[src/rtl/note_sequencer_if.sv]
// rtl/note_sequencer_if.sv - control, table-write and tone-output bundle of the note sequencer
interface note_sequencer_if;
    logic        start;
    logic        stop;
    logic        loop;
    logic        wr_en;
    logic [3:0]  wr_addr;
    logic [7:0]  wr_data;
    // 16 bits wide: the C4..F4 half-periods (up to 47777) do not fit in 15
    logic [15:0] value;
    logic        enable;
    logic        busy;
    logic        done;
    logic [3:0]  note_idx;

    modport master (
        output start, stop, loop, wr_en, wr_addr, wr_data,
        input  value, enable, busy, done, note_idx
    );

    modport slave (
        input  start, stop, loop, wr_en, wr_addr, wr_data,
        output value, enable, busy, done, note_idx
    );
endinterface

[src/rtl/note_sequencer.sv]
// rtl/note_sequencer.sv - 16-entry note table player driving the square-wave tone generator
module note_sequencer #(
    parameter int TICK_DIV   = 1_250_000,
    parameter int GAP_CYCLES = 250_000
) (
    input logic             i_clk,
    input logic             i_rst,
    note_sequencer_if.slave bus
);
    typedef enum logic [2:0] {S_IDLE, S_FETCH, S_PLAY, S_GAP, S_END} state_t;

    localparam logic [20:0] TICK_LAST = 21'(TICK_DIV - 1);
    localparam logic [20:0] GAP_LAST  = 21'(GAP_CYCLES - 1);
    localparam bit          HAS_GAP   = (GAP_CYCLES != 0);

    state_t      r_state;
    logic [7:0]  r_mem [16];
    logic [7:0]  r_rdata;
    logic [3:0]  r_addr;
    logic [3:0]  r_dur;
    logic [3:0]  r_tick;
    logic [20:0] r_div;
    logic        r_restart;
    logic [15:0] r_value;
    logic        r_enable;
    logic        r_busy;
    logic        r_done;

    logic        w_mem_we;
    logic [3:0]  w_rd_addr;
    logic        w_note_last;
    logic        w_gap_last;
    logic        w_advance;
    logic [15:0] w_pitch_value;
    logic        w_pitch_on;

    always_comb begin
        w_pitch_on = 1'b1;
        case (r_rdata[7:4])
            4'd1:    w_pitch_value = 16'd47777;
            4'd2:    w_pitch_value = 16'd42565;
            4'd3:    w_pitch_value = 16'd37921;
            4'd4:    w_pitch_value = 16'd35793;
            4'd5:    w_pitch_value = 16'd31888;
            4'd6:    w_pitch_value = 16'd28408;
            4'd7:    w_pitch_value = 16'd25309;
            4'd8:    w_pitch_value = 16'd23888;
            default: begin
                w_pitch_value = 16'd0;
                w_pitch_on    = 1'b0;
            end
        endcase
    end

    assign w_mem_we    = bus.wr_en && (r_state == S_IDLE) && !i_rst;
    // The read is issued one cycle ahead so the entry is ready during FETCH
    assign w_rd_addr   = (r_state == S_IDLE || r_state == S_END) ? 4'd0 : r_addr + 4'd1;
    assign w_note_last = (r_state == S_PLAY) && (r_div == TICK_LAST) && (r_tick == r_dur - 4'd1);
    assign w_gap_last  = (r_state == S_GAP) && (r_div == GAP_LAST);
    assign w_advance   = (w_note_last && !HAS_GAP) || w_gap_last;

    always_ff @(posedge i_clk) begin
        if (w_mem_we) begin
            r_mem[bus.wr_addr] <= bus.wr_data;
        end
        r_rdata <= r_mem[w_rd_addr];
    end

    always_ff @(posedge i_clk) begin
        if (i_rst) begin
            r_state   <= S_IDLE;
            r_addr    <= 4'd0;
            r_dur     <= 4'd0;
            r_tick    <= 4'd0;
            r_div     <= 21'd0;
            r_restart <= 1'b0;
            r_value   <= 16'd0;
            r_enable  <= 1'b0;
            r_busy    <= 1'b0;
            r_done    <= 1'b0;
        end else begin
            r_done <= 1'b0;
            if (bus.stop) begin
                r_state  <= S_IDLE;
                r_value  <= 16'd0;
                r_enable <= 1'b0;
                r_busy   <= 1'b0;
            end else if (w_advance) begin
                // Stepping past entry 15 ends the song like an end marker would
                if (r_addr == 4'd15) begin
                    r_state   <= S_END;
                    r_restart <= bus.loop;
                    r_done    <= !bus.loop;
                end else begin
                    r_state <= S_FETCH;
                    r_addr  <= r_addr + 4'd1;
                end
            end else begin
                case (r_state)
                    S_IDLE: begin
                        if (bus.start) begin
                            r_state <= S_FETCH;
                            r_addr  <= 4'd0;
                            r_busy  <= 1'b1;
                        end
                    end
                    S_FETCH: begin
                        if (r_rdata[3:0] == 4'd0) begin
                            r_state   <= S_END;
                            r_restart <= bus.loop && (r_addr != 4'd0);
                            r_done    <= !(bus.loop && (r_addr != 4'd0));
                        end else begin
                            r_state  <= S_PLAY;
                            r_dur    <= r_rdata[3:0];
                            r_value  <= w_pitch_value;
                            r_enable <= w_pitch_on;
                            r_div    <= 21'd0;
                            r_tick   <= 4'd0;
                        end
                    end
                    S_PLAY: begin
                        if (r_div == TICK_LAST) begin
                            r_div <= 21'd0;
                            if (w_note_last) begin
                                r_state  <= S_GAP;
                                r_enable <= 1'b0;
                            end else begin
                                r_tick <= r_tick + 4'd1;
                            end
                        end else begin
                            r_div <= r_div + 21'd1;
                        end
                    end
                    S_GAP: begin
                        r_div <= r_div + 21'd1;
                    end
                    S_END: begin
                        if (r_restart) begin
                            r_state <= S_FETCH;
                            r_addr  <= 4'd0;
                        end else begin
                            r_state  <= S_IDLE;
                            r_value  <= 16'd0;
                            r_enable <= 1'b0;
                            r_busy   <= 1'b0;
                        end
                    end
                    default: begin
                        r_state <= S_IDLE;
                        r_busy  <= 1'b0;
                    end
                endcase
            end
        end
    end

    assign bus.value    = r_value;
    assign bus.enable   = r_enable;
    assign bus.busy     = r_busy;
    assign bus.done     = r_done;
    assign bus.note_idx = r_addr;
endmodule
[src/flat_wrapper.sv]
// flat-port wrapper written by rule: the top's interface ports become plain ports
module note_sequencer_flat 
#(
    parameter int TICK_DIV   = 1_250_000,
    parameter int GAP_CYCLES = 250_000
)
  (i_clk, i_rst, bus_start, bus_stop, bus_loop, bus_wr_en, bus_wr_addr, bus_wr_data, bus_value, bus_enable, bus_busy, bus_done, bus_note_idx);
  note_sequencer_if bus_i ();
  input logic i_clk;
  input logic i_rst;
  input wire logic [$bits(bus_i.start)-1:0] bus_start;
  input wire logic [$bits(bus_i.stop)-1:0] bus_stop;
  input wire logic [$bits(bus_i.loop)-1:0] bus_loop;
  input wire logic [$bits(bus_i.wr_en)-1:0] bus_wr_en;
  input wire logic [$bits(bus_i.wr_addr)-1:0] bus_wr_addr;
  input wire logic [$bits(bus_i.wr_data)-1:0] bus_wr_data;
  output wire logic [$bits(bus_i.value)-1:0] bus_value;
  output wire logic [$bits(bus_i.enable)-1:0] bus_enable;
  output wire logic [$bits(bus_i.busy)-1:0] bus_busy;
  output wire logic [$bits(bus_i.done)-1:0] bus_done;
  output wire logic [$bits(bus_i.note_idx)-1:0] bus_note_idx;
  assign bus_i.start = bus_start;
  assign bus_i.stop = bus_stop;
  assign bus_i.loop = bus_loop;
  assign bus_i.wr_en = bus_wr_en;
  assign bus_i.wr_addr = bus_wr_addr;
  assign bus_i.wr_data = bus_wr_data;
  assign bus_value = bus_i.value;
  assign bus_enable = bus_i.enable;
  assign bus_busy = bus_i.busy;
  assign bus_done = bus_i.done;
  assign bus_note_idx = bus_i.note_idx;
  note_sequencer #(.TICK_DIV(TICK_DIV), .GAP_CYCLES(GAP_CYCLES)) u_core (.i_clk(i_clk), .i_rst(i_rst), .bus(bus_i));
endmodule
[config.mk]
export PLATFORM = sky130hd
export DESIGN_NAME = note_sequencer_flat
export DESIGN_NICKNAME = d
export VERILOG_FILES = /design/src/rtl/note_sequencer_if.sv /design/src/rtl/note_sequencer.sv /design/src/flat_wrapper.sv
export SDC_FILE = /design/constraint.sdc
export NUM_CORES = 1
export LEC_CHECK = 0
export CAP_MARGIN = 5
export CORE_ASPECT_RATIO = 1.75
export CORE_MARGIN = 4
export CORE_UTILIZATION = 60
export DETAILED_ROUTE_END_ITERATION = 12
export PLACE_DENSITY = 0.79
export SKIP_LAST_GASP = 1
export SYNTH_ARGS = -nofsm -noshare
export SYNTH_HDL_FRONTEND = slang
export SYNTH_SLANG_ARGS = --single-unit
[constraint.sdc]
create_clock -name i_clk -period 7.5 [get_ports i_clk]
set_clock_uncertainty 0.05 [all_clocks]
set_input_delay 1.5 -clock i_clk [delete_from_list [all_inputs] [get_ports i_clk]]
set_output_delay 1.5 -clock i_clk [all_outputs]
set_load 0.02 [all_outputs]
# Word level (Yosys, flattened, before mapping)
# Memories as Yosys holds them, arrays and structs flattened. A register that Yosys moved wholly into a read port is not among the register bits.
# Index checks and enable logic that the tools add are counted.
[word_totals] ff_bits=56 latchBits=0 ramBits=128 rom_bits=0 input_bits=18 output_inout_bits=23 wordCells=123 memories=1
[classes] n_addsub=4 n_mul=0 div_mod_pow=0 magnitude_cmp=0 n_eq_ne=29 shifts=0 n_mux=43 bitwise=4 n_reduce_logical=32
[memory_table] name="u_core.r_mem" depth=16 width=8 read_ports=1 rd_ports_with_merged_regs=1 write_ports=1 line_no="note_sequencer.sv:17" text="logic [7:0] r_mem [16];"
[op_table] cell="16-bit one-hot mux with 8 select lines" count=1
[op_table] cell="21-bit one-hot mux with 3 select lines" count=1
[op_table] cell="21-bit 2-to-1 mux" count=2
[op_table] cell="16-bit 2-to-1 mux" count=2
[op_table] cell="4-bit 2-to-1 mux" count=8
[op_table] cell="16-bit one-hot mux with 2 select lines" count=1
[op_table] cell="4-bit AND reduction" count=6
[op_table] cell="21-bit by 1-bit adder with 21-bit output (second input constant)" count=1
[op_table] cell="21-bit by 18-bit equality test with 1-bit output (second input constant)" count=1
[op_table] cell="21-bit equality test (second input constant)" count=1
[op_table] cell="3-bit 2-to-1 mux" count=6
[op_table] cell="1-bit 2-to-1 mux" count=17
[op_table] cell="4-bit by 3-bit equality test with 1-bit output (second input constant)" count=4
[op_table] cell="4-bit one-hot mux with 2 select lines" count=2
[op_table] cell="3-bit one-hot mux with 5 select lines" count=1
[op_table] cell="2-bit inequality test (second input constant)" count=7
[op_table] cell="6-bit AND reduction" count=2
[op_table] cell="3-bit nonzero test" count=3
[op_table] cell="4-bit by 1-bit adder with 4-bit output (second input constant)" count=2
[op_table] cell="4-bit by 2-bit equality test with 1-bit output (second input constant)" count=2
[op_table] cell="4-bit equality test (second input constant)" count=2
[op_table] cell="2-bit nonzero test" count=4
[op_table] cell="8-bit OR reduction" count=1
[op_table] cell="3-bit by 2-bit equality test with 1-bit output (second input constant)" count=2
[op_table] cell="other kinds (19)" count=33

# Depth between registers and ports, before layout
# Gate-level depths: netlist of the first run.
[logic_depth] ltp_word=7 ltp_mapped=11 ltp_nobuf=7

# Worst setup path before layout of the first run
# OpenSTA, ideal clock, no wires.
[synth_path] path_type="input to register" start="input i_rst" end="memory u_core.r_mem[0][0], enable pin" setup_ps=383 arrival_time_ps=2686 required_time_ps=7067 setup_slack_ps=4380 cell_stages=5 cell_sequence="inv_1 > and4_1 > nor2b_1 > nand2b_1 > nor3_1"
[synth_via] elab_chain_cells=4
[synth_lines] item="start, declared" line_no="flat_wrapper.sv:10" text="input logic i_rst;"
[synth_lines] item="1-bit logical NOT" line_no="note_sequencer.sv:55" text="assign w_mem_we = bus.wr_en && (r_state == S_IDLE) && !i_rst;"
[synth_lines] item="1-bit logical AND" line_no="note_sequencer.sv:55"
[synth_lines] item="1-bit 2-to-1 mux" line_no="note_sequencer.sv:63" text="if (w_mem_we) begin"
[synth_lines] item="1-bit 2-to-1 mux (implied by the code)" line_no="note_sequencer.sv:64" text="r_mem[bus.wr_addr] <= bus.wr_data;"
[synth_lines] item="end, declared" line_no="note_sequencer.sv:17"
# Every way passes these cells.

# Worst setup path after layout of the first run
[layout_path] start="input i_rst" end="memory u_core.r_mem[2][4], enable pin"
# The elaborated chain is that of the path after synthesis.

==> impl_results.md, run 1 <==
- Outcome: finished clean
- Area Overhead vs Synth: 11.96%
- Count of cell types in the netlist: 76
- CTS Sinks: about 190
- CP top delay family: simple AND/OR/NAND/NOR gates
- Syn Area/Cell: between 10 and 15 um2
- CTS buffer count: 17
- CP Buf/Inv Count: 2
- Final Critical Period: 3993 ps
- Mapped Nets: 736
- Initial antenna violation count: 0
- Largest net degree at the start of global routing: 48
- Final setup viols: 0
- Number of flops mapped to enable cells by yosys: approximately 130
- Cts hold-fix bufs: 0
- Die Height: 167.2 um
- Die width: 99.00 um
- Flops & latches, synth: around 190
- Post-synthesis sequential area ratio: between 50% and 60%
- Vias per cell: around 6.4
- Mapped Area: ~0.0087 mm2
- Number of global-route vias before repair: just under 6000
- Max stage delay on crit path: 860 ps
- Synth Flop Type: edfxtp_1
- Io pins: 41
- Vias: 5917
- Fin Setup TNS: 0 ps
- Post-DP HPWL: 13450 um
- Slew margin rel.: 19.76%
- Detailed Routing Iterations Pass 1: 5
- Register area: about 0.0051 mm2
- CP Cell Sequence: clkdlybuf4s50_1, inv_1, and4_1, nor2b_1, nand2_1, nor3_1
- Non-filler cells, final: between 900 and 1000
- VDD IR-drop max: 176.8 uV
- Routability cong.: slightly above 0.9
- Most common cell in the synthesized netlist: edfxtp_1
- Number of port buffers: 39
- Worst R2R End: u_core.r_mem[2][4]
- Yosys warning count: 0
- Worst-Skew Late Latency: between 400 and 500 ps
- RSZ-0062 raised after global routing: no
- Arrival @ worst endpoint: roughly 4000 ps
- Critical path endpoint: u_core.r_mem[2][4]
- Drt wl/cell: roughly 22 um
- Clk buf depth: 2
- Top cell type's share of synthesized area: 44.21%
- Dpl cells: approximately 890
- First-pass GRT wire length: between 30000 and 40000 um
- R2r startpoint: u_core.r_state[1]
- Drt drc: 0
- Ant diodes: 0
- Path type of the worst setup path: in2reg
- GR Util All Layers: between 20 and 25%
- Synth top area cells: edfxtp_1 44%, dfxtp_1 15%, mux2i_1 5.3%, a21oi_1 3.2%, a211oi_1 2.8%
- Post-CTS setup buffers: 0
- Worst R2R Path Depth: 5
- HP Class: reg2reg
- Leading area contributor after synthesis: edfxtp_1
- Worst setup path start: i_rst
- WP data required: around 7500 ps
- Synth top cells by count: 128 x edfxtp_1, 63 x dfxtp_1, 56 x a21oi_1, 53 x nor2_1, 46 x mux2i_1
- Ratio of cells with drive above 1 in the final layout: ~10%
- Multi-input logic area: roughly 0.0033 mm2
- CTS tree: yes
- Core Box Area: between 0.01 and 0.015 mm2
- CP max FO: 13
- Reg2Reg Setup Slack: ~4300 ps
- Cell leakage power: 0.003168 uW
- Critical Path Slowest Stage Cell: nor3_1
- Worst Max-Slew Pin Slew: roughly 1200 ps
- Crit path depth: 6
- Number of fillers in the final layout: 1011
- CTS clk-pin slew, worst paths: around 80 ps
- Clock root cell: clkbuf_16
- Mapped Cells: between 700 and 800
- Final max-slew violation count: 0
- Post-route clock period utilization: 53.24%
- Post-route ant nets: 0
- Initial core utilization: around 61%
- H-tree Lvls: 4
- Grt total ovfl: 0
- Hold Fails Final Rpt: 0
- Cell row count: 58
- Pwr dens: between 200 and 250 mW/mm2
- CTS resizes: 0
- Async set or reset register ratio after synthesis: 0%
- Layout net count: between 700 and 800
- Die ar.: approximately 0.017 mm2
- Detailed Route WL: between 15000 and 20000 um
- Crit path launch type: primary input
- Max Freq: ~250 MHz
- Max-cap violations: 0
- DR iter-0 viols: 384
- CP Capture Type: flip-flop
layout make-up:
cell class | count | share of cell area, %
repair buffers | 42 | 4.242
clock buffers | 17 | 4.370
well taps | 180 | 2.314
inverters | 16 | 0.6170
flip-flops and latches | 191 | 52.46
multi-input cells | 462 | 34.13
clock inverters | 15 | 1.877
how the worst min path moves through the flow:
stage | from | to | slack [ps] | depth (start not counted)
after floorplan | u_core.r_tick[3] | u_core.r_tick[3] | 410 | 2
after global placement | u_core.bus.value[15] | u_core.bus.value[15] | 390 | 2
after detailed placement | u_core.bus.value[4] | u_core.bus.value[4] | 400 | 2
after CTS | u_core.bus.value[7] | u_core.bus.value[7] | 410 | 2
after global routing | u_core.bus.value[4] | u_core.bus.value[4] | 440 | 2
final | u_core.bus.value[4] | u_core.bus.value[4] | 410 | 2
cell usage in the layout (no fill, tap or decap), types with 16 or more instances in the layout:
cell	netlist	layout
dfxtp_1	63	62
inv_1	16	16
clkbuf_16	0	17
xnor2_1	18	18
mux2i_1	46	46
a21oi_1	56	56
nor2b_1	21	21
clkdlybuf4s50_1	0	39
nor2_1	53	52
nand2_1	30	30
edfxtp_1	128	128
a211oi_1	32	32
metrics by stage:
stage                     utilization, %  hold WS, ps  power (uW)  cell area [um2]  setup WS [ps]
final                              68.09        406.2        2161             9734           3507
after global routing               68.09        435.6        2223             9734           3414
after CTS                          68.09        407.2        2169             9734           3551
after detailed placement           63.84        396.4        1286             9126           3117
after global placement             63.84        392.6        1282             9126           3308
after floorplan                        -        413.5        1242             8695           4380
cells by family (layout without fill, tap and decap cells):
| group | count (synthesis) | after routing | synth area share, % |
|---|---|---|---|
| AO/OA/AOI/OAI | 166 | 166 | 12.94 |
| XOR/XNOR | 23 | 23 | 2.489 |
| adder cells (fa/ha/maj) | 5 | 5 | 0.7195 |
| buffers and inverters | 60 | 90 | 3.281 |
| flip-flops | 191 | 191 | 58.71 |
| multiplexers | 55 | 55 | 7.497 |
| other | 1 | 1 | 0.04313 |
| AND/OR/NAND/NOR | 212 | 212 | 14.32 |
metal layers:
layer / share of wire, % / vias to the layer above / GRT usage (%)
li1: - / 2757 / -
met1: 35 / 2878 / 25.88
met2: 57 / 231 / 47.16
met3: 4.5 / 51 / 3.627
met4: 3.1 / 0 / 9.810
met5: 0 / - / 0
power breakdown:
| part | internal [uW] | switching (uW) |
|---|---|---|
| Sequential | 1130 | 13.0 |
| Clock | 453 | 444 |
| Combinational | 44.8 | 74.9 |
state kept, by name, summed over array words and instances, names as in the netlist:
register / count
u_core.r_restart: 1
u_core.bus.done: 1
u_core.bus.note_idx: 4
u_core.bus.busy: 1
u_core.r_state: 3
u_core.r_dur: 4
u_core.bus.enable: 1
u_core.r_mem: 128
u_core.r_tick: 4
u_core.bus.value: 15
u_core.r_div: 21
u_core.r_rdata: 8
worst min-delay path, stage by stage (launching register included):
cell     delay, ps
dfxtp_1        320
nand2_1         50
a21oi_1         50
(Power assumes the default switching activity.)
==> run 2, diff against run 1 <==
- CORE_UTILIZATION: 60 -> 54
- PLACE_DENSITY: 0.79 -> 0.75
- clock period: 7.5 -> 3.5 ns (I/O delays scaled with it)
==> run 2 against run 1 <==
Compared with the run above: clock power grew 120%; sequential power up 110%; register-to-register slack worse by 3600 ps; first-iteration DRC count decreased by 16%; sequential cell count is the same; final cell count rose by 2.5%; power grew 120%; setup slack worse by 2800 ps; combinational power grew 110%; critical path depth fell by 1; count of clock-buffer cells in the layout unchanged; hold slack got worse by 1.9 ps; largest cell class unchanged; largest power group unchanged.
==> impl_results.md, run 2 (synthesis results as in run 1) <==
- Outcome: finished clean
- Vias: 5861 (-0.95%)
- Sw power: 1104 uW (+110%)
- Ant diodes: 0 (unchanged)
- Die Height: 175.9 um (+5.2%)
- Int Pwr: 3556 uW (+120%)
- WP data required: 3780 ps (-3720 ps)
- Ratio of cells with drive above 1 in the final layout: 11.76% (+1.7 points)
- Max reg flops: 128 (unchanged)
- Drt drc: 0 (unchanged)
- CTS clk-pin slew, worst paths: 80 ps (about the same)
- Max-cap violations: 0 (unchanged)
- Register area: 0.005106 mm2 (unchanged)
- Initial core utilization: 54.77% (-6.0 points)
- Cell row count: 61 (+5.2%)
- Detailed Route WL: 18810 um (-5.3%)
- CTS resizes: 0 (unchanged)
- Die ar.: 0.01828 mm2 (+10%)
- CP max FO: 21 (+8)
- Worst-Skew Late Latency: 430 ps (about the same)
- Largest Register: u_core.r_mem
- Post-DP HPWL: 13230 um (-1.6%)
- DR iter-0 viols: 322 (-16%)
- CTS tree: yes
- Clock root cell: clkbuf_16
- Comb pwr share: 5.5% (about the same)
- Max Freq: 354.8 MHz
- Final max-slew violation count: 0 (unchanged)
- Layout net count: 767 (+1.9%)
- Final instance area: 0.009862 mm2 (+1.3%)
- Dpl cells: 913 (+2.5%)
- First-pass GRT wire length: 29810 um (-4.5%)
- Dpl cell area: 0.009235 mm2 (+1.2%)
- Sw Share: 23.68% (-0.91 points)
- Grt total ovfl: 0 (unchanged)
- Clk buf depth: 2 (unchanged)
- Arrival @ worst endpoint: 3090 ps (-900 ps)
- Commonest non-fill, non-tap cell in the layout: edfxtp_1
- Multi-input logic area: 0.003322 mm2 (unchanged)
- RSZ-0062 raised after global routing: no
- Final Critical Period: between 2000 and 3000 ps
- Area Overhead vs Synth: 13.43%
- Fin Setup TNS: 0 ps (unchanged)
- Number of port buffers: 39 (unchanged)
- Most frequent cells in the layout: 128 x edfxtp_1, 62 x dfxtp_1, 56 x a21oi_1
- Die width: 103.9 um (+5.0%)
- Detailed Routing Iterations Pass 1: 5 (unchanged)
- CP Capture Type: flip-flop
- HP Class: reg2reg
- Pwr dens: 472.5 mW/mm2 (+110%)
- Fin Hold WS: 404.3 ps (-1.941 ps)
- GR Util All Layers: 20.75% (-3.7 points)
- Post-CTS setup buffers: 0 (unchanged)
- Number of fillers in the final layout: 1227 (+21%)
- Total chip power: 4660 uW (+120%)
- Post-route clock period utilization: 80.54%
- Path type of the worst setup path: reg2reg
- Final setup viols: 0 (unchanged)
- Post-route ant nets: 0 (unchanged)
- Clock power share: 41.9% (+0.4 points)
- Non-filler cells, final: 946 (+2.5%)
- H-tree Lvls: 4 (unchanged)
- Largest net degree at the start of global routing: 45 (-6.3%)
- Slew margin rel.: 24.70% (+4.9 points)
- CTS buffer count: 17 (unchanged)
- Core Box Area: 0.01588 mm2 (+11%)
- Initial antenna violation count: 0 (unchanged)
- CTS Sinks: 191 (unchanged)
- Crit path launch type: flip-flop
- Io pins: 41 (unchanged)
- Drt wl/cell: 19.88 um (-7.6%)
- Routability cong.: 0.8886 (-3.9%)
- Vias per cell: 6.196 (-3.4%)
- VDD IR-drop max: 381.2 uV (+120%)
- Hold Fails Final Rpt: 0 (unchanged)
- Seq pwr share: 52.6% (-0.3 points)
- Number of global-route vias before repair: 5912 (-0.71%)
- Cts hold-fix bufs: 0 (unchanged)
- Worst Max-Slew Pin Slew: 1127 ps (-73.86 ps)
- Cell leakage power: 0.003248 uW (+2.5%)
run 2: per-layer routing:
metal / part of all wire (%) / vias up / track usage (%)
li1: - / 2788 / -
met1: 36 / 2834 / 21.28
met2: 57 / 197 / 40.26
met3: 4.2 / 42 / 3.531
met4: 3.5 / 0 / 9.872
met5: 0 / - / 0
run 2: final timing paths:
check / depth (start not counted) / startpoint / slack, ps / endpoint
max: 5 / u_core.r_state[0] / 680 / u_core.r_div[20]
min: 2 / u_core.bus.value[15] / 400 / u_core.bus.value[15]
max reg2reg: 5 / u_core.r_state[0] / 680 / u_core.r_div[20]
min reg2reg: 2 / u_core.bus.value[15] / 400 / u_core.bus.value[15]
run 2: area by class of cell:
type / count / share of cell area [%]
timing repair buffer: 56 / 5.329
clock buffer: 17 / 4.314
clock inverter: 15 / 1.890
inverter: 16 / 0.6090
multi-input combinational: 462 / 33.68
sequential: 191 / 51.78
tap: 189 / 2.398
run 2: power groups by stage:
stage          registers, uW  clock network [uW]  logic, uW
2_1_floorplan           2490                   0        175
3_3_place_gp            2500                   0        246
3_5_place_dp            2500                   0        255
4_1_cts                 2450                1990        257
5_1_grt                 2450                2100        277
6_report                2450                1950        256
run 2: worst max-delay path, stage by stage (launching register included):
cell	delay [ps]
dfxtp_1	800
or3b_1	590
o31ai_2	550
a21o_2	410
a211oi_1	80
or2_1	230
run 2: stage by stage:
step | util, % | setup slack, ps
3_5_place_dp | 58.17 | 564.9
6_report | 62.12 | 681.1
5_1_grt | 62.12 | 558.2
4_1_cts | 62.03 | 687.8
3_3_place_gp | 58.17 | 585.7
2_1_floorplan | - | 791.3
